$ cat src/rtl/fsm_b1_pkg.sv
// rtl/fsm_b1_pkg.sv - state type and encodings for the Bresenham stage-1 control FSM
package fsm_b1_pkg;

  localparam logic [1:0] ST_IDLE = 2'd0;
  localparam logic [1:0] ST_INIT = 2'd1;
  localparam logic [1:0] ST_INT  = 2'd2;
  localparam logic [1:0] ST_OUT  = 2'd3;

  typedef enum logic [1:0] {
    IDLE = ST_IDLE,
    INIT = ST_INIT,
    INT  = ST_INT,
    OUT  = ST_OUT
  } state_t;

  // An interpolator counts as finished if its sticky flag is set or its ack is high now.
  function automatic logic both_done(input logic flag_a, input logic flag_b,
                                     input logic ack_a, input logic ack_b);
    return (flag_a | ack_a) & (flag_b | ack_b);
  endfunction

endpackage

$ cat src/rtl/rise_pulse.sv
// rtl/rise_pulse.sv - registered rising-edge detector producing a one-cycle pulse
module rise_pulse (
  input  logic clk,
  input  logic rst,
  input  logic d,
  output logic p
);

  logic d_q;
  logic p_q;
  logic p_d;

  assign p_d = d & ~d_q;

  always_ff @(posedge clk or posedge rst) begin
    if (rst) begin
      d_q <= 1'b0;
      p_q <= 1'b0;
    end else begin
      d_q <= d;
      p_q <= p_d;
    end
  end

  assign p = p_q;

endmodule

$ cat src/rtl/fsm_b1_ctrl.sv
// rtl/fsm_b1_ctrl.sv - Bresenham stage-1 control FSM; init_br strobe enabled by FSM_B1_INIT_BR_EN
module fsm_b1_ctrl
  import fsm_b1_pkg::*;
(
  input  logic clk,
  input  logic rst,
  input  logic req_1,
  output logic ack_1,
  output logic req_init,
  input  logic ack_init,
  output logic req_int_a,
  output logic req_int_b,
  input  logic ack_int_a,
  input  logic ack_int_b,
  output logic req_2,
  input  logic ack_2,
  input  logic eoc,
  input  logic req_init_br,
  output logic init_br
);

  state_t state_q;
  state_t state_d;
  logic   done_a_q;
  logic   done_a_d;
  logic   done_b_q;
  logic   done_b_d;

  always_ff @(posedge clk or posedge rst) begin
    if (rst) begin
      state_q <= IDLE;
    end else begin
      state_q <= state_d;
    end
  end

  // eoc overrides every other transition once a line is in progress.
  always_comb begin
    state_d = state_q;
    if (state_q != IDLE && eoc) begin
      state_d = IDLE;
    end else begin
      case (state_q)
        IDLE:    if (req_1) state_d = INIT;
        INIT:    if (ack_init) state_d = INT;
        INT:     if (both_done(done_a_q, done_b_q, ack_int_a, ack_int_b)) state_d = OUT;
        OUT:     if (ack_2) state_d = INT;
        default: state_d = IDLE;
      endcase
    end
  end

  // Flags only live while staying in INT, so every entry into INT starts cleared.
  always_comb begin
    done_a_d = 1'b0;
    done_b_d = 1'b0;
    if (state_q == INT && state_d == INT) begin
      done_a_d = done_a_q | ack_int_a;
      done_b_d = done_b_q | ack_int_b;
    end
  end

  always_ff @(posedge clk or posedge rst) begin
    if (rst) begin
      done_a_q <= 1'b0;
      done_b_q <= 1'b0;
    end else begin
      done_a_q <= done_a_d;
      done_b_q <= done_b_d;
    end
  end

  always_comb begin
    ack_1     = 1'b0;
    req_init  = 1'b0;
    req_int_a = 1'b0;
    req_int_b = 1'b0;
    req_2     = 1'b0;
    case (state_q)
      INIT: begin
        ack_1    = 1'b1;
        req_init = 1'b1;
      end
      INT: begin
        req_int_a = 1'b1;
        req_int_b = 1'b1;
      end
      OUT:     req_2 = 1'b1;
      default: ;
    endcase
  end

`ifdef FSM_B1_INIT_BR_EN
  rise_pulse u_init_br (
    .clk (clk),
    .rst (rst),
    .d   (req_init_br),
    .p   (init_br)
  );
`else
  logic unused_req_init_br;
  assign unused_req_init_br = req_init_br;
  assign init_br = 1'b0;
`endif

endmodule

$ cat config.mk
export PLATFORM = sky130hd
export DESIGN_NAME = fsm_b1_ctrl
export DESIGN_NICKNAME = d
export VERILOG_FILES = /design/src/rtl/fsm_b1_pkg.sv /design/src/rtl/rise_pulse.sv /design/src/rtl/fsm_b1_ctrl.sv
export SDC_FILE = /design/constraint.sdc
export NUM_CORES = 1
export LEC_CHECK = 0
export ABC_AREA = 1
export BUFFER_PORTS_ARGS = -buffer_cell sky130_fd_sc_hd__buf_2
export CAP_MARGIN = 20
export CORE_AREA = 2 2 39 41
export DETAILED_ROUTE_END_ITERATION = 7
export DIE_AREA = 0 0 41 43
export PLACE_DENSITY = 0.42
export SKIP_LAST_GASP = 1
export SLEW_MARGIN = 20
export SYNTH_ARGS = -nofsm -noshare
export SYNTH_HDL_FRONTEND = slang
export SYNTH_SLANG_ARGS = --single-unit
$ cat constraint.sdc
create_clock -name clk -period 1.5 [get_ports clk]
set_input_delay 0.3 -clock clk [delete_from_list [all_inputs] [get_ports clk]]
set_output_delay 0.3 -clock clk [all_outputs]
set_load 0.05 [all_outputs]
# --- Word-level counts from Yosys, hierarchy flattened ---
# Index checks and enable logic that the tools add are counted.
# Widths: inputs -> output; s select.
word_totals:
  word_cells: 25
  input_bits: 9
  out_inout_bits: 6
  reg_bits: 4
op_classes:
  muxes: 11
  n_reduce_logical: 4
  bitwise: 3
  n_eq_ne: 4
op_table:
  columns: ["operator", "n"]
  rows:
  - ["$mux 2", 5]
  - ["$pmux 2 s4", 1]
  - ["$eq 2x2->1 const B", 3]
  - ["$mux 1", 5]
  - ["$eq 2x1->1 const B", 1]
  - ["$logic_and 1x1->1", 2]
  - ["$logic_not 2->1", 1]
  - ["$or 1x1->1", 2]
  - ["$reduce_bool 2->1", 1]
  - ["$and 1x1->1", 1]

# --- Longest topological paths before layout ---
# Gate-level depths: netlist of the first run.
depth:
  word_depth: 8
  depth_mapped: 7
  mapped_depth_nobuf: 7

# --- Least setup slack after synthesis of the first run ---
# Ideal clock, no wire load.
synth_path:
  kind: "flip-flop to output port"
  startpoint: "register state_q[0]"
  endpoint: "output req_init"
  stages_incl_launch_ff: 4
  t_arrival_ns: 1.445
  slack_ns: -0.245
  required_time_ns: 1.200
  n_path_buf: 1
  path_cell_list: "dfrtp_1 -> inv_1 -> nor2_1 -> buf_4"
synth_between:
  elab_chain_cells: 2
synth_rtl:
  columns: ["element", "line_no", "text"]
  rows:
  - ["from (decl)", "fsm_b1_ctrl.sv:22", "state_t state_q;"]
  - ["from (signal assigned)", "fsm_b1_ctrl.sv:33", "state_q <= state_d;"]
  - ["$eq 2x1->1", null, null]
  - ["$mux 1", null, null]
  - ["to (decl)", "fsm_b1_ctrl.sv:9", "output logic req_init,"]
# No other way between the ends.

# --- Worst setup path in the final report of the first run ---
layout_path:
  startpoint: "register state_q[1]"
  endpoint: "output req_int_b"
layout_between:
  elab_chain_cells: 2
layout_rtl:
  columns: ["element", "line_no", "text"]
  rows:
  - ["$eq 2x2->1", "fsm_b1_ctrl.sv:79", "case (state_q)"]
  - ["$mux 1", "fsm_b1_ctrl.sv:79", null]
  - ["to (decl)", "fsm_b1_ctrl.sv:12", "output logic req_int_b,"]
# No other way between the ends.

==> summary.log, run 1 <==
[outcome] outcome complete, no violations
[drt] count of nets left with antenna violations after detail routing 0
[setup_path] CP Depth 3
[setup_path] start point of the critical path state_q[1]$_DFF_PP0_
[final_layout] number of non-filler instances in the completed layout 67
[final_layout] synthesis-to-layout area growth 37.4%
[logic_synthesis] mean instance size in the synthesized netlist 6.68 sq um
[drt] Final Routed Wirelength 438 um
[logic_synthesis] multiplexer area fraction after synthesis 0%
[logic_synthesis] ys async rst share 100%
[logic_synthesis] count leader, synth inv_1
[clock_tree] Clk Latency, worst-skew pair 0.23 ns
[final_layout] area of combinational cells with multiple inputs 96.3 sq um
[setup_path] required time of the worst setup path 1.20 ns
[global_route] GRT overflow 0
[timing] final setup violation count 0
[clock_tree] clock-pin slew of the registers on the worst-case setup and hold paths 0.03 ns
[floorplan] die outline height 43 um
[logic_synthesis] Primary FF master, synth dfrtp_1
[logic_synthesis] number of register bits inferred by synthesis 4
[power] sequential cell fraction of total power 32.6%
[setup_path] Setup crit start kind register
[setup_path] cells along the critical path inv_2, nor2_2, buf_2
[setup_path] Worst path slowest cell dfrtp_1
[logic_synthesis] instance count of the mapped netlist 38
[clock_tree] clock root cell clkbuf_4
[logic_synthesis] Ys Warns 0
[power] power per standard cell area 1140 mW/mm^2
[logic_synthesis] number of enable-type register cells in the synthesized netlist 0
[logic_synthesis] post-synthesis xor/xnor area fraction 0%
[logic_synthesis] adder-cell share of the synthesized area 0%
[drt] residual DRC count 0
[placement] # placed instances 63
[setup_path] arrival time of the worst setup path 1.10 ns
[floorplan] cell row count 14
[clock_tree] total clock buffers created by CTS 3
[logic_synthesis] most instantiated cells after synthesis inv_1 (9), nor2_1 (8), nand2_1 (6), dfrtp_1 (4), buf_4 (3)
[logic_synthesis] area share of and/or/nand/nor cells after synthesis 35.5%
[global_route] via count of the first global-routing pass 214
[final_layout] Util after Layout 25.2%
[final_layout] count of antenna diodes in the layout 0
[placement] Final GP Congestion 0.683
[floorplan] Core Footprint 0.00138 sq mm
[logic_synthesis] fraction of synthesized cell area taken by the top area cell type 39.4%
[global_route] first-pass GRT wire length 738 um
[logic_synthesis] cell area after synthesis 254 sq um
[timing] setup repair after global routing missed its margin false
[logic_synthesis] Mapped Nets 47
[floorplan] Die Footprint 0.00176 sq mm
[placement] count of port buffers added during placement 12
[floorplan] x dimension of the die 41 um
[clock_tree] number of post-CTS setup repair buffers 0
[final_layout] number of filler instances in the final layout 170
[logic_synthesis] leading post-synthesis cells by cell area dfrtp_1 (39%), inv_1 (13%), nor2_1 (12%)
[final_layout] Net count, final 62
[power] combinational power share 36.0%
[global_route] number of antenna violations at the first check in global routing 0
[drt] violation count after the first detailed-routing iteration 2
[power] internal power summed over all cells 0.000243 W
[logic_synthesis] synthesized-area fraction occupied by ao, oa, aoi and oai cells 0%
[power] sw power 0.000154 W
[global_route] maximum number of pins on one net before global-route repair 6
[logic_synthesis] library cells used by synthesis 12
[setup_path] CP max stage delay 0.42 ns
[timing] max-slew violation total from the final report 0
[setup_path] gate family responsible for the most delay along the worst path flip-flops
[drt] wire length per cell 6.54 um
[clock_tree] H-tree Lvls 1
[hold_path] hold depth 2
[placement] Post-Place Cell Area 314 sq um
[global_route] GR Util All Layers 6.65%
[timing] crit path time final 1.40 ns
[placement] sum of net half-perimeters after detailed placement 381 um
[drt] average via count per standard cell 3.48
[clock_tree] clock tree from TritonCTS done
[timing] period utilisation layout 93.3%
[setup_path] crit end category primary output
[timing] Max Clock Skew 0.000217 ns
[drt] Pre-Repair DR Iteration Count 2
[timing] WHS 0.273 ns
[setup_path] worst reg-to-reg path cell count 7
[power] Total Power 0.000397 W
[final_layout] Post-Layout Inst Area 349 sq um
[hold_path] min-delay worst type in2reg
[power] switching power share of the total 38.7%
[logic_synthesis] largest family of logic cells by synthesized area simple AND/OR/NAND/NOR gates
[timing] hold violation total from the final report 0
[clock_tree] Bufs on Longest Clock Path 2
[floorplan] Initial Utilization 18.4%
[hold_path] Worst Min Path Start eoc
[final_layout] fraction of final layout cells with drive strength greater than 1 39.2%
[flow_run] max-cap viol count 0
[final_layout] Register Area 100 sq um
[setup_path] number of buffers and inverters on the critical path 2
[logic_synthesis] biggest area consumer among synthesized cells dfrtp_1
[drt] total vias in the final route 233
[timing] maximum frequency from static timing analysis 0.715 GHz
[power] static leakage 0.214 nW
[power] Clk pwr share 31.5%
[power] worst vdd rail ir drop 0.355 mV
[clock_tree] number of clock sinks 4
[setup_path] Crit Path Max Fanout 5
[setup_path] Crit Path Class reg2out
[logic_synthesis] sequential-to-total area share from yosys stat 39.4%
[floorplan] top-level I/O count 15
[setup_path] worst reg2reg path startpoint state_q[1]$_DFF_PP0_
==> flip-flops by register name, indices dropped and copies added, names as in the netlist <==
name / flops
state_q: 2
done_a_q: 1
done_b_q: 1
==> cells in the final DEF, fill, tap and decap left out, drive strengths merged <==
cell type / n
buf: 11
nand2: 7
nand3: 2
conb: 1
nor2: 9
inv: 10
dfrtp: 4
dlygate4sd3: 1
nor3: 2
clkbuf: 4
==> routing by layer <==
metal,vias up,share of wire (%),track usage [%]
li1,132,-,-
met1,94,41,7.14
met2,5,51,9.06
met3,2,6.2,1.57
met4,0,1.4,8.00
met5,-,0,0
==> power by group through the flow <==
stage / clock [W] / combinational (W) / sequential (W)
after detailed placement: 0 / 0.000142 / 0.000130
after floorplan: 0 / 0.000124 / 0.000128
after CTS: 0.000133 / 0.000144 / 0.000129
after global routing: 0.000137 / 0.000157 / 0.000130
final: 0.000125 / 0.000143 / 0.000129
after global placement: 0 / 0.000142 / 0.000131
==> cells by family (layout without fill, tap and decap cells) <==
group,count (synthesis),count (layout)
flops,4,4
buf+inv,13,26
simple gates,20,20
other cells,1,1
==> per-stage QoR <==
stage          TNS (ns)  setup WS, ns
3_3_place_gp          0         0.332
6_report              0         0.101
5_1_grt               0       0.00176
2_1_floorplan  -0.00349      -0.00349
3_5_place_dp          0         0.333
4_1_cts               0        0.0847
==> final timing paths <==
path	slack, ns	to
max reg2reg	0.46	done_a_q$_DFF_PP0_
min in group asynchronous	0.51	done_b_q$_DFF_PP0_
min	0.27	state_q[1]$_DFF_PP0_
max	0.10	req_int_b
min reg2reg	0.58	done_b_q$_DFF_PP0_
max in group asynchronous	0.85	state_q[0]$_DFF_PP0_
==> area by class of cell <==
| class | instances | area share [%] |
|---|---|---|
| flip-flops and latches | 4 | 28.7 |
| clock buffers | 3 | 6.45 |
| multi-input cells | 21 | 27.6 |
| inverters | 10 | 10.8 |
| repair buffers | 13 | 20.8 |
| well taps | 16 | 5.73 |
==> repair_timing <==
action,in CTS,in global routing
hold buffers,1,0
endpoints found under the setup margin,0,1
hold endpoints to repair,4,0
gates resized for setup,0,1
No activity file was read; power rests on OpenSTA's default activity.
==> run 2: changes to the inputs <==
--- a/config.mk
+++ b/config.mk
@@ -11,6 +11,7 @@
 export CORE_AREA = 2 2 39 41
 export DETAILED_ROUTE_END_ITERATION = 7
 export DIE_AREA = 0 0 41 43
+export MAX_ROUTING_LAYER = met4
 export PLACE_DENSITY = 0.42
 export SKIP_LAST_GASP = 1
 export SLEW_MARGIN = 20
==> constraint.sdc (replaced) <==
create_clock -name clk -period 1.7 [get_ports clk]
set_input_delay 0.34 -clock clk [delete_from_list [all_inputs] [get_ports clk]]
set_output_delay 0.34 -clock clk [all_outputs]
set_load 0.05 [all_outputs]
==> summary.log, run 2 (synthesis gave the netlist of run 1 again) <==
[timing] hold violation total from the final report 0 [unchanged]
[timing] max-slew violation total from the final report 0 [unchanged]
[timing] post-layout worst setup margin 0.271 ns [was 0.101 ns]
[drt] Final Routed Wirelength 450 um [was 438 um]
[drt] average via count per standard cell 3.48 [unchanged]
[clock_tree] Bufs on Longest Clock Path 2 [unchanged]
[power] internal power summed over all cells 0.000213 W [was 0.000243 W]
[final_layout] fraction of final layout cells with drive strength greater than 1 39.2% [unchanged]
[timing] maximum frequency from static timing analysis 0.700 GHz
[floorplan] Core Footprint 0.00138 sq mm [unchanged]
[timing] setup repair after global routing missed its margin false [unchanged]
[global_route] first-pass GRT wire length 745 um [was 738 um]
[final_layout] number of flip-flops under the largest register name 2 [unchanged]
[final_layout] number of filler instances in the final layout 175 [was 170]
[setup_path] Crit Path Class reg2out [unchanged]
[power] sw power 0.000136 W [was 0.000154 W]
[power] Total Power 0.000349 W [was 0.000397 W]
[final_layout] commonest non-fill, non-tap cell in the layout buf_2 [unchanged]
[placement] sum of net half-perimeters after detailed placement 389 um [was 381 um]
[power] static leakage 0.215 nW [was 0.214 nW]
[final_layout] leading cell types in the layout, fill and taps excluded buf_2 (12), inv_1 (9), nor2_1 (7), nand2_1 (6), dfrtp_1 (4) [was buf_2 (11), inv_1 (9), nor2_1 (7), nand2_1 (6)]
[timing] final setup violation count 0 [unchanged]
[setup_path] Crit Path Max Fanout 5 [unchanged]
[clock_tree] Clk Latency, worst-skew pair 0.23 ns [about the same]
[timing] Max Clock Skew 0.000219 ns [was 0.000217 ns]
[setup_path] Setup crit start kind register [unchanged]
[final_layout] Net count, final 62 [unchanged]
[clock_tree] H-tree Lvls 1 [unchanged]
[power] sequential cell fraction of total power 32.7% [was 32.6%]
[final_layout] Util after Layout 25.0% [was 25.2%]
[power] power per standard cell area 1010 mW/mm^2 [was 1140 mW/mm^2]
[drt] violation count after the first detailed-routing iteration 0 [was 2]
[clock_tree] total clock buffers created by CTS 3 [unchanged]
[clock_tree] clock tree from TritonCTS done [unchanged]
[final_layout] Regs by FF count state_q x2, done_a_q x1, done_b_q x1 [unchanged]
[drt] Pre-Repair DR Iteration Count 1 [was 2]
[timing] crit path time final 1.43 ns
[clock_tree] number of clock sinks 4 [unchanged]
[setup_path] required time of the worst setup path 1.36 ns [was 1.20 ns]
[flow_run] max-cap viol count 0 [unchanged]
[clock_tree] clock root cell clkbuf_4 [unchanged]
[setup_path] crit end category primary output [unchanged]
[hold_path] min-delay worst type in2reg [unchanged]
[floorplan] die outline height 43 um [unchanged]
[power] switching power share of the total 38.8% [was 38.7%]
[floorplan] Initial Utilization 18.4% [unchanged]
[power] combinational power share 35.8% [was 36.0%]
[drt] total vias in the final route 233 [unchanged]
[timing] setup TNS after final layout 0 ns [unchanged]
[drt] count of nets left with antenna violations after detail routing 0 [unchanged]
[final_layout] count of antenna diodes in the layout 0 [unchanged]
[floorplan] Die Footprint 0.00176 sq mm [unchanged]
[final_layout] Most flops, register state_q [unchanged]
[clock_tree] post_cts resized 0 [unchanged]
[clock_tree] number of post-CTS setup repair buffers 0 [unchanged]
[placement] Final GP Congestion 0.690 [was 0.683]
[placement] dpl ws 0.500 ns [was 0.333 ns]
[floorplan] top-level I/O count 15 [unchanged]
[global_route] GRT overflow 0 [unchanged]
[power] worst vdd rail ir drop 0.308 mV [was 0.355 mV]
[drt] wire length per cell 6.72 um [was 6.54 um]
[setup_path] arrival time of the worst setup path 1.09 ns [was 1.10 ns]
[clock_tree] number of buffers inserted by hold repair at cts 1 [unchanged]
[timing] period utilisation layout 84.1%
[floorplan] cell row count 14 [unchanged]
[clock_tree] clock-pin slew of the registers on the worst-case setup and hold paths 0.03 ns [about the same]
[global_route] via count of the first global-routing pass 221 [was 214]
[global_route] number of antenna violations at the first check in global routing 0 [unchanged]
[timing] WHS 0.316 ns [was 0.273 ns]
[global_route] GR Util All Layers 6.91% [was 6.65%]
[outcome] outcome complete, no violations [unchanged]
[placement] count of port buffers added during placement 12 [unchanged]
[floorplan] x dimension of the die 41 um [unchanged]
[drt] residual DRC count 0 [unchanged]
[power] Clk pwr share 31.5% [about the same]
[final_layout] synthesis-to-layout area growth 36.5% [was 37.4%]
[global_route] maximum number of pins on one net before global-route repair 6 [unchanged]
run 2: worst paths after layout:
| kind | end | slack [ns] | start | depth (start not counted) |
|---|---|---|---|---|
| setup / recovery | req_int_a | 0.27 | state_q[1]$_DFF_PP0_ | 3 |
| hold / removal | state_q[1]$_DFF_PP0_ | 0.32 | eoc | 2 |
| setup reg to reg | done_a_q$_DFF_PP0_ | 0.66 | state_q[1]$_DFF_PP0_ | 7 |
| hold reg to reg | done_a_q$_DFF_PP0_ | 0.58 | done_a_q$_DFF_PP0_ | 4 |
| max in group asynchronous | state_q[0]$_DFF_PP0_ | 1.01 | rst | 3 |
| min in group asynchronous | done_b_q$_DFF_PP0_ | 0.55 | rst | 3 |
run 2: power groups by stage:
| stage | logic (W) | registers (W) | clock network, W |
|---|---|---|---|
| floorplan | 0.000110 | 0.000113 | 0 |
| global placement | 0.000125 | 0.000116 | 0 |
| detailed placement | 0.000125 | 0.000115 | 0 |
| CTS | 0.000127 | 0.000114 | 0.000117 |
| global route | 0.000138 | 0.000115 | 0.000121 |
| finish | 0.000125 | 0.000114 | 0.000110 |
run 2: cell type report:
class | count | area (sq um) | area share (%)
multi-input combinational | 21 | 96.3 | 27.8
timing repair buffer | 13 | 70.1 | 20.2
inverter | 10 | 37.5 | 10.8
sequential | 4 | 100 | 28.9
tap | 16 | 20.0 | 5.78
clock buffer | 3 | 22.5 | 6.50
run 2: worst max-delay path, stage by stage (launching register included):
cell	delay (ns)
dfrtp_1	0.42
inv_2	0.06
nor2_2	0.11
buf_2	0.28
run 2: through the flow:
stage | std cells | instance area, sq um
after CTS | 67 | 347
after global routing | 67 | 347
after floorplan | 38 | 256
after detailed placement | 63 | 314
after global placement | 63 | 314
final | 67 | 347
run 2: metal layers:
metal	up-vias	track usage [%]	part of all wire, %
met4	0	8.00	1.3
met5	-	-	0
met3	2	1.57	6.4
met2	5	9.38	54
li1	131	-	-
met1	95	7.14	38
==> run 3: changes to the inputs <==
--- a/config.mk
+++ b/config.mk
@@ -12,7 +12,7 @@
 export DETAILED_ROUTE_END_ITERATION = 7
 export DIE_AREA = 0 0 41 43
 export MAX_ROUTING_LAYER = met4
-export PLACE_DENSITY = 0.42
+export PLACE_DENSITY = 0.43
 export SKIP_LAST_GASP = 1
 export SLEW_MARGIN = 20
 export SYNTH_ARGS = -nofsm -noshare
==> constraint.sdc (replaced) <==
create_clock -name clk -period 1.19 [get_ports clk]
set_input_delay 0.238 -clock clk [delete_from_list [all_inputs] [get_ports clk]]
set_output_delay 0.238 -clock clk [all_outputs]
set_load 0.05 [all_outputs]
==> summary.log, run 3 (synthesis gave the netlist of run 1 again) <==
[setup_path] required time of the worst setup path 0.95 ns [was 1.36 ns]
[placement] # placed instances 63 [unchanged]
[placement] dpl ws 0.0307 ns [was 0.500 ns]
[global_route] GR Util All Layers 7.24% [was 6.91%]
[final_layout] fraction of final layout cells with drive strength greater than 1 47.2% [was 39.2%]
[drt] count of nets left with antenna violations after detail routing 0 [unchanged]
[setup_path] gate family responsible for the most delay along the worst path flip-flops [unchanged]
[clock_tree] number of clock sinks 4 [unchanged]
[setup_path] crit end category primary output [unchanged]
[drt] wire length per cell 7.38 um [was 6.72 um]
[timing] Max Clock Skew 0.00437 ns [was 0.000219 ns]
[final_layout] number of non-filler instances in the completed layout 69 [was 67]
[placement] Final GP Congestion 0.551 [was 0.690]
[timing] final setup violation count 5 [was 0]
[drt] Pre-Repair DR Iteration Count 3 [was 1]
[floorplan] Initial Utilization 18.4% [unchanged]
[outcome] violations in the final reports setup timing
[setup_path] CP max stage delay 0.44 ns [was 0.42 ns]
[final_layout] commonest non-fill, non-tap cell in the layout inv_1 [was buf_2]
[final_layout] Post-Layout Inst Area 413 sq um [was 347 sq um]
[floorplan] x dimension of the die 41 um [unchanged]
[setup_path] Worst path slowest cell dfrtp_2 [was dfrtp_1]
[final_layout] count of antenna diodes in the layout 0 [unchanged]
[final_layout] Regs by FF count state_q x2, done_a_q x1, done_b_q x1 [unchanged]
[setup_path] worst reg2reg endpoint done_a_q$_DFF_PP0_ [unchanged]
[power] Total Power 0.000571 W [was 0.000349 W]
[timing] crit path time final 1.23 ns
[drt] residual DRC count 0 [unchanged]
[global_route] first-pass GRT wire length 765 um [was 745 um]
[final_layout] synthesis-to-layout area growth 62.6% [was 36.5%]
[floorplan] Die Footprint 0.00176 sq mm [unchanged]
[final_layout] Most flops, register state_q [unchanged]
[placement] count of port buffers added during placement 12 [unchanged]
[setup_path] Setup crit start kind register [unchanged]
[timing] max-slew violation total from the final report 0 [unchanged]
[drt] violation count after the first detailed-routing iteration 2 [was 0]
[clock_tree] clock tree from TritonCTS done [unchanged]
[timing] setup TNS after final layout -0.160 ns [was 0 ns]
[clock_tree] Bufs on Longest Clock Path 2 [unchanged]
[setup_path] Crit Path Class reg2out [unchanged]
[hold_path] Worst Hold End state_q[1]$_DFF_PP0_ [unchanged]
[final_layout] number of flip-flops under the largest register name 2 [unchanged]
[placement] sum of net half-perimeters after detailed placement 418 um [was 389 um]
[clock_tree] H-tree Lvls 1 [unchanged]
[hold_path] min-delay worst type in2reg [unchanged]
[final_layout] Net count, final 64 [was 62]
[floorplan] top-level I/O count 15 [unchanged]
[clock_tree] Clk Latency, worst-skew pair 0.23 ns [about the same]
[clock_tree] total clock buffers created by CTS 3 [unchanged]
[timing] hold violation total from the final report 0 [unchanged]
[power] static leakage 0.231 nW [was 0.215 nW]
[drt] total vias in the final route 250 [was 233]
[floorplan] die outline height 43 um [unchanged]
[timing] period utilisation layout 104%
[timing] maximum frequency from static timing analysis 0.812 GHz
[global_route] via count of the first global-routing pass 239 [was 221]
[timing] setup repair after global routing missed its margin true [was false]
[setup_path] Crit Path Max Fanout 5 [unchanged]
[clock_tree] clock root cell clkbuf_4 [unchanged]
[global_route] maximum number of pins on one net before global-route repair 6 [unchanged]
[hold_path] Worst Min Path Start eoc [unchanged]
[power] worst vdd rail ir drop 0.367 mV [was 0.308 mV]
[drt] average via count per standard cell 3.62 [was 3.48]
[clock_tree] clock-pin slew of the registers on the worst-case setup and hold paths 0.04 ns [was 0.03 ns]
[setup_path] worst reg-to-reg path cell count 6 [was 7]
[setup_path] worst reg2reg path startpoint state_q[1]$_DFF_PP0_ [unchanged]
[floorplan] Core Footprint 0.00138 sq mm [unchanged]
[global_route] number of antenna violations at the first check in global routing 0 [unchanged]
[final_layout] leading cell types in the layout, fill and taps excluded inv_1 (8), nor2_1 (7), buf_2 (7), nand2_1 (6) [was buf_2 (12), inv_1 (9), nor2_1 (7), nand2_1 (6), dfrtp_1 (4)]
[placement] Post-Place Cell Area 324 sq um [was 314 sq um]
[hold_path] hold depth 2 [unchanged]
[setup_path] cells along the critical path nor2_4, buf_6 [was inv_2, nor2_2, buf_2]
[power] power per standard cell area 1380 mW/mm^2 [was 1010 mW/mm^2]
[setup_path] arrival time of the worst setup path 0.99 ns [was 1.09 ns]
[drt] Final Routed Wirelength 509 um [was 450 um]
[outcome] outcome complete, but fails checks [was complete, no violations]
[setup_path] number of buffers and inverters on the critical path 1 [was 2]
[floorplan] cell row count 14 [unchanged]
[timing] post-layout worst setup margin -0.0420 ns [was 0.271 ns]
[flow_run] max-cap viol count 0 [unchanged]
[setup_path] register-to-register path setup slack 0.07 ns [was 0.66 ns]
[global_route] GRT overflow 0 [unchanged]
[run 3: cell count changes in the layout (fill, tap and decap cells not counted), sizes merged]
cell / delta
buf: +2
[run 3: report_power, final]
part | leakage (nW) | switching [W] | internal [W] | total [W]
sequential | 0.0510 | 0.0000196 | 0.000150 | 0.000170
clock | 0.0138 | 0.0000475 | 0.000112 | 0.000160
combinational | 0.166 | 0.000149 | 0.0000929 | 0.000242
total | 0.231 | 0.000216 | 0.000355 | 0.000571
[run 3: how the worst max path moves through the flow]
stage	slack, ns	cells after the start	endpoint	startpoint
global route	-0.09	2	req_int_b	state_q[0]$_DFF_PP0_
global placement	0.04	3	req_init	state_q[0]$_DFF_PP0_
floorplan	-0.08	7	done_a_q$_DFF_PP0_	state_q[1]$_DFF_PP0_
finish	-0.04	2	req_int_b	state_q[0]$_DFF_PP0_
detailed placement	0.03	3	ack_1	state_q[0]$_DFF_PP0_
CTS	-0.05	2	req_int_b	state_q[0]$_DFF_PP0_
[run 3: final cells by class]
class	count	area [sq um]
Multi-Input combinational cell	21	106
Sequential cell	4	103
Clock buffer	3	22.5
Timing Repair Buffer	15	124
Tap cell	16	20.0
Inverter	10	37.5
Fill cell	159	971
[run 3: stage by stage]
| stage | utilization (%) | hold WS [ns] |
|---|---|---|
| after global routing | 29.8 | 0.200 |
| final | 29.8 | 0.207 |
| after detailed placement | 23.4 | 0.129 |
| after global placement | 23.4 | 0.127 |
| after floorplan | - | 0.00408 |
| after CTS | 29.3 | 0.199 |
[run 3: routing by layer]
| layer | track usage, % | part of all wire, % | vias up |
|---|---|---|---|
| met5 | - | 0 | - |
| met4 | 8.00 | 0.79 | 0 |
| met3 | 3.14 | 9.0 | 2 |
| met2 | 10.3 | 47 | 10 |
| met1 | 6.21 | 43 | 101 |
| li1 | - | - | 137 |
[run 3: timing repair]
item	CTS	global route
gates resized for setup	13	2
setup buffers	2	0
setup endpoints to repair	5	7
hold endpoints to repair	4	0
hold buffers	1	0
pin swaps	2	0
